**config.mk**
```make
export PLATFORM = sky130hd
export DESIGN_NAME = bcd_display_scan_flat
export DESIGN_NICKNAME = d
export VERILOG_FILES = /design/src/rtl/bcd_display_scan_pkg.sv /design/src/rtl/bcd_display_scan_if.sv /design/src/rtl/bcd_display_scan_bcd_to_7seg.sv /design/src/rtl/bcd_display_scan.sv /design/src/flat_wrapper.sv
export SDC_FILE = /design/constraint.sdc
export NUM_CORES = 1
export LEC_CHECK = 0
export CORE_UTILIZATION = 56
export CTS_BUF_LIST = sky130_fd_sc_hd__clkbuf_4 sky130_fd_sc_hd__clkbuf_8
export DETAILED_ROUTE_END_ITERATION = 8
export HOLD_SLACK_MARGIN = 0.08
export PLACE_DENSITY = 0.81
export SLEW_MARGIN = 20
export SYNTH_ARGS = -nofsm -noshare
export SYNTH_HDL_FRONTEND = slang
export SYNTH_SLANG_ARGS = --single-unit
```
**constraint.sdc**
```tcl
create_clock -name clk -period 2.7 [get_ports clk]
set_clock_uncertainty 0.05 [all_clocks]
set_input_delay 0.54 -clock clk [delete_from_list [all_inputs] [get_ports clk]]
set_output_delay 0.54 -clock clk [all_outputs]
set_load 0.1 [all_outputs]
```
**src/rtl/bcd_display_scan_pkg.sv**
```systemverilog
// ============================================================================
//  Module   : bcd_display_pkg
//  Brief    : Shared segment codes, digit-select width and digit indices for
//             the multiplexed BCD display scanner.
//  Revision : 1.0
// ============================================================================
`default_nettype none

package bcd_display_pkg;

  localparam int SEL_W = 2;

  localparam logic [SEL_W-1:0] DIG0 = 2'd0;
  localparam logic [SEL_W-1:0] DIG1 = 2'd1;
  localparam logic [SEL_W-1:0] DIG2 = 2'd2;
  localparam logic [SEL_W-1:0] DIG3 = 2'd3;

  // Active-high segment patterns, bit order {g,f,e,d,c,b,a}
  localparam logic [6:0] SEG_0    = 7'h3F;
  localparam logic [6:0] SEG_1    = 7'h06;
  localparam logic [6:0] SEG_2    = 7'h5B;
  localparam logic [6:0] SEG_3    = 7'h4F;
  localparam logic [6:0] SEG_4    = 7'h66;
  localparam logic [6:0] SEG_5    = 7'h6D;
  localparam logic [6:0] SEG_6    = 7'h7D;
  localparam logic [6:0] SEG_7    = 7'h07;
  localparam logic [6:0] SEG_8    = 7'h7F;
  localparam logic [6:0] SEG_9    = 7'h6F;
  localparam logic [6:0] SEG_DASH = 7'h40;
  localparam logic [6:0] SEG_OFF  = 7'h00;

endpackage

`default_nettype wire

```
**src/rtl/bcd_display_scan_if.sv**
```systemverilog
// ============================================================================
//  Module   : bcd_display_if
//  Brief    : Digit/control inputs and display pin outputs of the scanner.
//  Revision : 1.0
// ============================================================================
`default_nettype none

interface bcd_display_if;

  logic [3:0] bcd3;
  logic [3:0] bcd2;
  logic [3:0] bcd1;
  logic [3:0] bcd0;
  logic       blank_lz;
  logic [3:0] dp_en;
  logic [6:0] seg;
  logic       dp;
  logic [3:0] an;

  modport master (
    output bcd3, bcd2, bcd1, bcd0, blank_lz, dp_en,
    input  seg, dp, an
  );

  modport slave (
    input  bcd3, bcd2, bcd1, bcd0, blank_lz, dp_en,
    output seg, dp, an
  );

endinterface

`default_nettype wire

```
**src/rtl/bcd_display_scan_bcd_to_7seg.sv**
```systemverilog
// ============================================================================
//  Module   : bcd_to_7seg
//  Brief    : Combinational BCD to active-high 7-segment decoder; codes above
//             9 show a dash.
//  Revision : 1.0
// ============================================================================
`default_nettype none

module bcd_to_7seg
  import bcd_display_pkg::*;
(
  input  logic [3:0] bcd,
  output logic [6:0] seg
);

  always_comb begin
    seg = SEG_DASH;
    case (bcd)
      4'd0:    seg = SEG_0;
      4'd1:    seg = SEG_1;
      4'd2:    seg = SEG_2;
      4'd3:    seg = SEG_3;
      4'd4:    seg = SEG_4;
      4'd5:    seg = SEG_5;
      4'd6:    seg = SEG_6;
      4'd7:    seg = SEG_7;
      4'd8:    seg = SEG_8;
      4'd9:    seg = SEG_9;
      default: seg = SEG_DASH;
    endcase
  end

endmodule

`default_nettype wire

```
**src/rtl/bcd_display_scan.sv**
```systemverilog
// ============================================================================
//  Module   : bcd_display_scan
//  Brief    : 4-digit multiplexed 7-segment scanner with frame snapshot,
//             leading-zero blanking, anti-ghost gaps and pin polarity control.
//  Revision : 1.0
// ============================================================================
`default_nettype none

module bcd_display_scan
  import bcd_display_pkg::*;
#(
  parameter int REFRESH_DIV  = 50000,
  parameter int BLANK_CYCLES = 16,
  parameter int SEG_ACT_LOW  = 1,
  parameter int AN_ACT_LOW   = 1
) (
  input  logic          clk,
  input  logic          reset,
  bcd_display_if.slave  bus
);

  localparam int               CNT_W    = (REFRESH_DIV > 2) ? $clog2(REFRESH_DIV) : 1;
  localparam logic [CNT_W-1:0] CNT_LAST = CNT_W'(REFRESH_DIV - 1);

  logic [CNT_W-1:0]  cnt;
  logic [SEL_W-1:0]  sel;
  logic [3:0][3:0]   snap_digit;
  logic              snap_lz;
  logic [3:0]        snap_dp;

  logic [6:0]        seg_q;
  logic              dp_q;
  logic [3:0]        an_q;

  logic              slot_end;
  logic              frame_end;
  logic              in_gap;
  logic [3:0]        lz_hide;
  logic [3:0]        cur_digit;
  logic [6:0]        cur_seg;
  logic [6:0]        seg_d;
  logic              dp_d;
  logic [3:0]        an_d;

  assign slot_end  = (cnt == CNT_LAST);
  assign frame_end = slot_end && (sel == DIG3);

  generate
    if (BLANK_CYCLES > 0) begin : g_gap
      assign in_gap = (cnt < CNT_W'(BLANK_CYCLES));
    end else begin : g_no_gap
      assign in_gap = 1'b0;
    end
  endgenerate

  // Blanking propagates downward; a lit decimal point stops it at that digit.
  assign lz_hide[3] = snap_lz && (snap_digit[3] == 4'd0) && !snap_dp[3];
  assign lz_hide[2] = lz_hide[3] && (snap_digit[2] == 4'd0) && !snap_dp[2];
  assign lz_hide[1] = lz_hide[2] && (snap_digit[1] == 4'd0) && !snap_dp[1];
  assign lz_hide[0] = 1'b0;

  assign cur_digit = snap_digit[sel];

  bcd_to_7seg u_dec (
    .bcd (cur_digit),
    .seg (cur_seg)
  );

  always_comb begin
    seg_d = SEG_OFF;
    dp_d  = 1'b0;
    an_d  = 4'b0000;
    if (!in_gap) begin
      an_d  = 4'b0001 << sel;
      dp_d  = snap_dp[sel];
      seg_d = lz_hide[sel] ? SEG_OFF : cur_seg;
    end
  end

  always_ff @(posedge clk) begin
    if (reset) begin
      cnt        <= '0;
      sel        <= DIG0;
      snap_digit <= '0;
      snap_lz    <= 1'b0;
      snap_dp    <= 4'b0000;
      seg_q      <= SEG_OFF;
      dp_q       <= 1'b0;
      an_q       <= 4'b0000;
    end else begin
      cnt   <= slot_end ? '0 : cnt + 1'b1;
      seg_q <= seg_d;
      dp_q  <= dp_d;
      an_q  <= an_d;
      if (slot_end) begin
        sel <= sel + 1'b1;
      end
      if (frame_end) begin
        snap_digit <= {bus.bcd3, bus.bcd2, bus.bcd1, bus.bcd0};
        snap_lz    <= bus.blank_lz;
        snap_dp    <= bus.dp_en;
      end
    end
  end

  assign bus.seg = (SEG_ACT_LOW != 0) ? ~seg_q : seg_q;
  assign bus.dp  = (SEG_ACT_LOW != 0) ? ~dp_q  : dp_q;
  assign bus.an  = (AN_ACT_LOW  != 0) ? ~an_q  : an_q;

endmodule

`default_nettype wire
```
**src/flat_wrapper.sv**
```systemverilog
// flat-port wrapper written by rule: the top's interface ports become plain ports
module bcd_display_scan_flat import bcd_display_pkg::*;
#(
  parameter int REFRESH_DIV  = 50000,
  parameter int BLANK_CYCLES = 16,
  parameter int SEG_ACT_LOW  = 1,
  parameter int AN_ACT_LOW   = 1
)
  (clk, reset, bus_bcd3, bus_bcd2, bus_bcd1, bus_bcd0, bus_blank_lz, bus_dp_en, bus_seg, bus_dp, bus_an);
  bcd_display_if bus_i ();
  input  logic clk;
  input  logic reset;
  input wire logic [$bits(bus_i.bcd3)-1:0] bus_bcd3;
  input wire logic [$bits(bus_i.bcd2)-1:0] bus_bcd2;
  input wire logic [$bits(bus_i.bcd1)-1:0] bus_bcd1;
  input wire logic [$bits(bus_i.bcd0)-1:0] bus_bcd0;
  input wire logic [$bits(bus_i.blank_lz)-1:0] bus_blank_lz;
  input wire logic [$bits(bus_i.dp_en)-1:0] bus_dp_en;
  output wire logic [$bits(bus_i.seg)-1:0] bus_seg;
  output wire logic [$bits(bus_i.dp)-1:0] bus_dp;
  output wire logic [$bits(bus_i.an)-1:0] bus_an;
  assign bus_i.bcd3 = bus_bcd3;
  assign bus_i.bcd2 = bus_bcd2;
  assign bus_i.bcd1 = bus_bcd1;
  assign bus_i.bcd0 = bus_bcd0;
  assign bus_i.blank_lz = bus_blank_lz;
  assign bus_i.dp_en = bus_dp_en;
  assign bus_seg = bus_i.seg;
  assign bus_dp = bus_i.dp;
  assign bus_an = bus_i.an;
  bcd_display_scan #(.REFRESH_DIV(REFRESH_DIV), .BLANK_CYCLES(BLANK_CYCLES), .SEG_ACT_LOW(SEG_ACT_LOW), .AN_ACT_LOW(AN_ACT_LOW)) u_core (.clk(clk), .reset(reset), .bus(bus_i));
endmodule
```
==> results of run 1 <==
## routing by layer
metal	wire, um	GRT usage, %	vias up
li1	-	-	1087
met1	2438	29.52	992
met2	2708	40.78	48
met3	235	5.523	5
met4	63	6.803	0
met5	0	0	-
## metrics by stage
step           area (um^2)  setup WS [ps]  total power [mW]  hold WS [ps]  utilization, %
3_5_place_dp          2870          544.5            0.8257         401.2           65.92
6_report              2983          594.7             1.334         404.3           68.51
5_1_grt               2983          316.0             1.377         447.6           68.51
2_1_floorplan         2536          675.7            0.7897         363.2               -
3_3_place_gp          2870          561.1            0.8255         376.2           65.92
4_1_cts               2983          590.8             1.342         413.9           68.51
## cells in the final DEF (no fill, tap or decap), types with 2 or more instances in the layout
cell type | Yosys | final
nand4_1 | 24 | 24
xnor2_1 | 5 | 5
and3_1 | 3 | 3
dfxtp_1 | 51 | 51
xor2_1 | 3 | 3
or4_1 | 3 | 3
mux4_2 | 4 | 4
clkdlybuf4s50_1 | 0 | 22
nand2_1 | 10 | 10
nand3b_1 | 2 | 2
nor3_1 | 9 | 8
o31ai_1 | 25 | 25
buf_4 | 3 | 20
o21ai_0 | 6 | 6
nor4_1 | 3 | 3
inv_1 | 25 | 25
and2_1 | 4 | 4
clkbuf_8 | 0 | 5
nand3_1 | 5 | 5
or3_1 | 3 | 3
nor2_1 | 16 | 16
ha_1 | 8 | 8
nor3b_1 | 2 | 2
a21oi_1 | 35 | 35
## registers in the layout, indices dropped and copies added (netlist names)
register / count
u_core.snap_dp: 4
u_core.an_q: 4
u_core.sel: 2
u_core.seg_q: 7
u_core.dp_q: 1
u_core.snap_digit: 16
u_core.snap_lz: 1
u_core.cnt: 16
## where the power goes
group / internal [mW] / switching, mW / leakage (nW) / total [mW]
clock network: 0.276 / 0.250 / 0.0581 / 0.526
registers: 0.755 / 0.00246 / 0.411 / 0.758
logic: 0.0332 / 0.0167 / 0.540 / 0.0500
total: 1.06 / 0.269 / 1.01 / 1.33
## cell type report
cell class | instances | area [um^2]
multi-input combinational | 187 | 1320
clock buffer | 5 | 68.82
sequential | 51 | 1021
fill | 350 | 1371
inverter | 25 | 93.84
tap | 52 | 65.06
timing repair buffer | 42 | 370.4
clock inverter | 3 | 43.79
## cell families (layout without fill, tap and decap cells)
| family | count (synthesis) | in the layout | share of synthesized area [%] |
|---|---|---|---|
| muxes | 7 | 7 | 5.427 |
| and+or+nand+nor | 93 | 93 | 22.35 |
| adders and majority gates | 8 | 8 | 3.947 |
| DFF | 51 | 51 | 40.26 |
| AOI/OAI and AO/OA | 71 | 71 | 17.37 |
| xor gates and xnor gates | 8 | 8 | 2.763 |
| buffers and inverters | 46 | 75 | 7.893 |
## Yosys cell counts (all sizes together)
| cell type | instances |
|---|---|
| dfxtp | 51 |
| a21oi | 35 |
| nand4 | 26 |
| inv | 25 |
| o31ai | 25 |
| nor2 | 16 |
| buf | 11 |
| clkbuf | 10 |
| nand2 | 10 |
| nor3 | 9 |
| ha | 8 |
| o21ai | 7 |
| mux4 | 5 |
| nand3 | 5 |
| xnor2 | 5 |
| and2 | 4 |
| nor4 | 4 |
| and3 | 3 |
| nor3b | 3 |
| or3 | 3 |
| or4 | 3 |
| xor2 | 3 |
| and4 | 2 |
| nand3b | 2 |
| a211oi | 1 |
| a41oi | 1 |
| mux2 | 1 |
| mux2i | 1 |
| nand2b | 1 |
| nor4b | 1 |
| o21ba | 1 |
| o21bai | 1 |
| or2 | 1 |
## how the worst max path moves through the flow
stage                           end  slack (ps)  cells after the start
finish                u_core.cnt[3]         590                      4
global route          u_core.cnt[4]         320                      4
CTS                 u_core.seg_q[3]         590                      6
detailed placement    u_core.cnt[6]         540                      4
global placement      u_core.cnt[8]         560                      4
floorplan           u_core.seg_q[2]         680                      8
==> impl_metrics.csv, run 1 <==
group,metric,value,unit
grt,overflow,0,
clock_network,tritoncts,"built",
setup_path,cpPeakStageDelay,600,ps
layout,area_growth,17.61,%
floorplan,fp.dieArea,4802,um^2
setup_path,cp_max_fo,15,
clock_network,cts.sinks,51,
setup_path,arrival,2230,ps
clock_network,cts_buffers,5,
min_path,hold_class,"reg -> reg",
synth,yosysTopAreaCell,"dfxtp_1",
setup_path,cp.required,2820,ps
placed_design,dpl.hpwl,3884,um
setup_path,startpoint_type,"flop",
sta,fin_crit_sh,77.97,%
detailed_routing,wl_per_cell,14.92,um
placed_design,portBuffers,34,
floorplan,pin_count,35,
grt,grt_use_total,23.70,%
setup_path,crit_chain,"nor3_1 -> nand4_2 -> o21bai_2 -> nor2_1",
setup_path,crit_buf_inv,0,
sta,max_freq,0.4750,GHz
sta,relSlewSlack,58.86,%
synth,synth_seq_area_share,40.26,%
setup_path,startpoint,"u_core.cnt[12]",
setup_path,r2r_start,"u_core.cnt[12]",
layout,layout-drive-gt1-share,13.42,%
clock_network,cts_hold_buf,0,
setup_path,crit_type,"reg -> reg",
synth,synth_cell_types,42,
setup_path,crit_family,"simple AND/OR/NAND/NOR gates",
clock_network,clockBufferDepth,2,
grt,grt_pass1_vias,1998,
detailed_routing,vias,2132,
floorplan,die_h,69.30,um
layout,fin_cells,365,
sta,rsz0062_at_grt,"false",
floorplan,die_w,69.30,um
detailed_routing,drtIter0Drc,129,
detailed_routing,drc,0,
synth,syn-instance-count,284,
synth,synth.top_cell.area_share,40.26,%
detailed_routing,routed_wl,5446,um
setup_path,worst-r2r-setup-slack,590,ps
clock_network,cts_resized,0,
min_path,hold_end,"u_core.cnt[0]",
floorplan,core_region_area,4354,um^2
clock_network,postCtsSetupRepairBufs,0,
grt,grt_max_degree,26,
sta,fin_crit,2105,ps
synth,yosys-top-cells-area,"dfxtp_1 (40%), o31ai_1 (7.4%), a21oi_1 (6.9%)",
synth,synth.avg_cell_area,8.930,um^2
setup_path,slowest_stage,"o21bai_2",
layout,nets,343,
synth,synth_area,2536,um^2
grt,antenna_found_initial,0,
sta,setup_viol,0,
clock_network,root_buffer,"clkbuf_8",
setup_path,timing.rr.end,"u_core.cnt[3]",
pwr,power_leakage,1.010,nW
sta,slew_viol_final,0,
sta,hold_viol,0,
grt,grt_pass1_wl,9142,um
detailed_routing,firstDrtPassIters,4,
layout,diodes,0,
pwr,vdd_drop_max,0.3353,mV
floorplan,core.rowCount,24,
sta,worst_slew_pin_slew,616.5,ps
detailed_routing,detail-route-antenna-nets,0,
clock_network,htreeDepth,2,
synth,synth_fp_nets,315,
placed_design,place_inst,357,
sta,timing.setup.tns,0,ps
min_path,hold-path-cell-count,1,
pwr,p_per_area,447.1,nW/um^2
clock_network,clkLatencyLatePin,310,ps
detailed_routing,vias_per_cell,5.841,
placed_design,place_congestion,0.8129,
clock_network,path_clk_slew,90,ps
setup_path,r2r_cells,4,
outcome,status,"completed",
synth,ys_ff_latch,51,
min_path,hold_start,"u_core.cnt[0]",
synth,synth_warnings,0,
run,cap_violations,0,
setup_path,endpoint_kind,"flop",
floorplan,start_util,58.25,%
Power figures use the tool's default switching activity.
==> run 2, diff against run 1 <==
CORE_UTILIZATION = 51   (was 56)
PLACE_DENSITY = 0.78   (was 0.81)
clock period = 1.7 ns   (was 2.7 ns; I/O delays follow)
==> run 2 against run 1 <==
The run now ends with negative setup slack left. Critical path depth up 4. Via count up 29%. Setup slack worse by 840 ps. Critical path type unchanged. Critical endpoint is now u_core.seg_q[5]. Highest routed layer unchanged.
==> impl_metrics.csv, run 2 (synthesized netlist as in run 1, its figures left out) <==
group,metric,value,unit
outcome,status,"finished, violations left",
outcome,violations,"negative setup slack",
setup_path,crit_type,"reg -> reg",
pwr,vdd_drop_max,0.5009,mV
clock_network,cts.sinks,51,
clock_network,clockBufferDepth,2,
detailed_routing,routed_wl,9303,um
setup_path,arrival,2130,ps
setup_path,endpoint_kind,"flop",
sta,worst_slew_pin_slew,475.9,ps
grt,grtUsageMet3,5.278,%
setup_path,slowest_stage,"mux4_2",
setup_path,cp_max_fo,5,
sta,hold_viol,0,
sta,fin_crit,1940,ps
grt,overflow,0,
grt,grt.busiest_layer,"met2",
setup_path,crit_family,"multiplexers",
layout,fin_cells,427,
layout,layout_common_cells,"dfxtp_1 (43), buf_4 (35), a21oi_1 (32)",
placed_design,dpl_cell_area,3263,um^2
placed_design,place_inst,398,
min_path,hold_class,"reg -> reg",
grt,grt_max_degree,24,
sta,setup_viol,21,
sta,layout_setup_ws,-240.4,ps
detailed_routing,detail-route-antenna-nets,0,
grt,grt_use_total,25.36,%
floorplan,core.rowCount,25,
setup_path,cpPeakStageDelay,590,ps
pwr,p_per_area,553.6,nW/um^2
setup_path,crit_chain,"mux4_2 -> inv_2 -> buf_6 -> ha_4 -> inv_2 -> mux2i_1 -> a21oi_1 -> nor3_1",
sta,timing.setup.tns,-2412,ps
sta,max_freq,0.5154,GHz
floorplan,die_w,72.52,um
setup_path,cp.required,1890,ps
floorplan,fp.dieArea,5259,um^2
grt,grt_pass1_wl,10350,um
grt,grt_pass1_vias,2261,
floorplan,pin_count,35,
grt,met1_usage,29.51,%
pwr,power_leakage,1.397,nW
layout,final_common_cell,"dfxtp_1",
placed_design,dpl.hpwl,4346,um
clock_network,cts_buffers,5,
clock_network,cts_hold_buf,0,
run,cap_violations,0,
grt,met2_usage,46.00,%
layout,final_util,84.50,%
sta,rsz0062_at_grt,"true",
layout,diodes,0,
clock_network,clkLatencyLatePin,320,ps
layout,area_growth,58.41,%
layout,nets,390,
sta,relSlewSlack,68.27,%
floorplan,die_h,72.52,um
setup_path,startpoint_type,"flop",
clock_network,path_clk_slew,90,ps
sta,timing.hold.ws,369.3,ps
sta,slew_viol_final,0,
detailed_routing,drtIter0Drc,354,
floorplan,core_region_area,4755,um^2
setup_path,crit_path_frequent_cell,"inv_2",
floorplan,start_util,53.34,%
setup_path,crit_buf_inv,3,
grt,antenna_found_initial,0,
detailed_routing,wl_per_cell,21.79,um
sta,fin_crit_sh,114.1,%
detailed_routing,vias_per_cell,6.459,
layout,fin_area,4018,um^2
clock_network,root_buffer,"clkbuf_8",
layout,reg_top3,"u_core.cnt x16, u_core.snap_digit x16, u_core.seg_q x7",
placed_design,place_congestion,0.8331,
clock_network,tritoncts,"built",
detailed_routing,vias,2758,
placed_design,portBuffers,34,
clock_network,htreeDepth,2,
layout,layout-drive-gt1-share,38.33,%
detailed_routing,firstDrtPassIters,6,
detailed_routing,drc,0,
==> run 2: cell types whose count changed in the layout (fill, tap and decap cells not counted), moves of 8 or more <==
cell and change:
o31ai_2 +11, buf_12 +17, dfxtp_1 -8, o31ai_1 -20, buf_4 +15, o31ai_4 +9
==> run 2: layer usage <==
| layer | routed length [um] | share of wire [%] | vias to the layer above |
|---|---|---|---|
| li1 | - | - | 1195 |
| met1 | 3422 | 37 | 1320 |
| met2 | 4683 | 50 | 200 |
| met3 | 804 | 8.6 | 43 |
| met4 | 393 | 4.2 | 0 |
| met5 | 0 | 0 | - |
==> run 2: worst paths after layout <==
path / slack (ps) / startpoint / end / cells past startpoint
setup / recovery: -240 / u_core.sel[0] / u_core.seg_q[5] / 8
hold / removal: 370 / u_core.cnt[0] / u_core.cnt[0] / 1
setup reg to reg: -240 / u_core.sel[0] / u_core.seg_q[5] / 8
hold reg to reg: 370 / u_core.cnt[0] / u_core.cnt[0] / 1
==> run 2: layout make-up <==
cell class | instances | area [um^2]
multi-input cells | 188 | 1642
repair inverters | 3 | 22.52
clock inverters | 2 | 35.03
fillers | 239 | 737.0
inverters | 25 | 100.1
flip-flops and latches | 51 | 1036
clock buffers | 6 | 82.58
well taps | 67 | 83.83
repair buffers | 85 | 1016
==> run 2: timing repair <==
item / CTS / global route
setup endpoints to repair: 32 / 38
pin swaps: 4 / 17
setup buffers: 1 / 10
hold endpoints to repair: 0 / 0
gates resized for setup: 14 / 64
gates cloned: 4 / 6
==> run 2: through the flow <==
stage	power (mW)	setup slack [ps]
after floorplan	1.253	-156.9
after global placement	1.315	-92.70
after detailed placement	1.315	-138.9
after CTS	2.179	-152.1
after global routing	2.272	-309.7
final	2.224	-240.4
==> run 2: power breakdown <==
part | internal [mW] | total [mW] | switching, mW
logic | 0.0665 | 0.102 | 0.0356
clock network | 0.478 | 0.921 | 0.443
registers | 1.20 | 1.20 | 0.00458
total | 1.74 | 2.22 | 0.483
==> run 2: worst register-to-register path, cell delays in order (launching register included) <==
cell and delay [ps]:
dfxtp_4 390, mux4_2 590, inv_2 130, buf_6 120, ha_4 110, inv_2 30, mux2i_1 130, a21oi_1 120
nor3_1 200
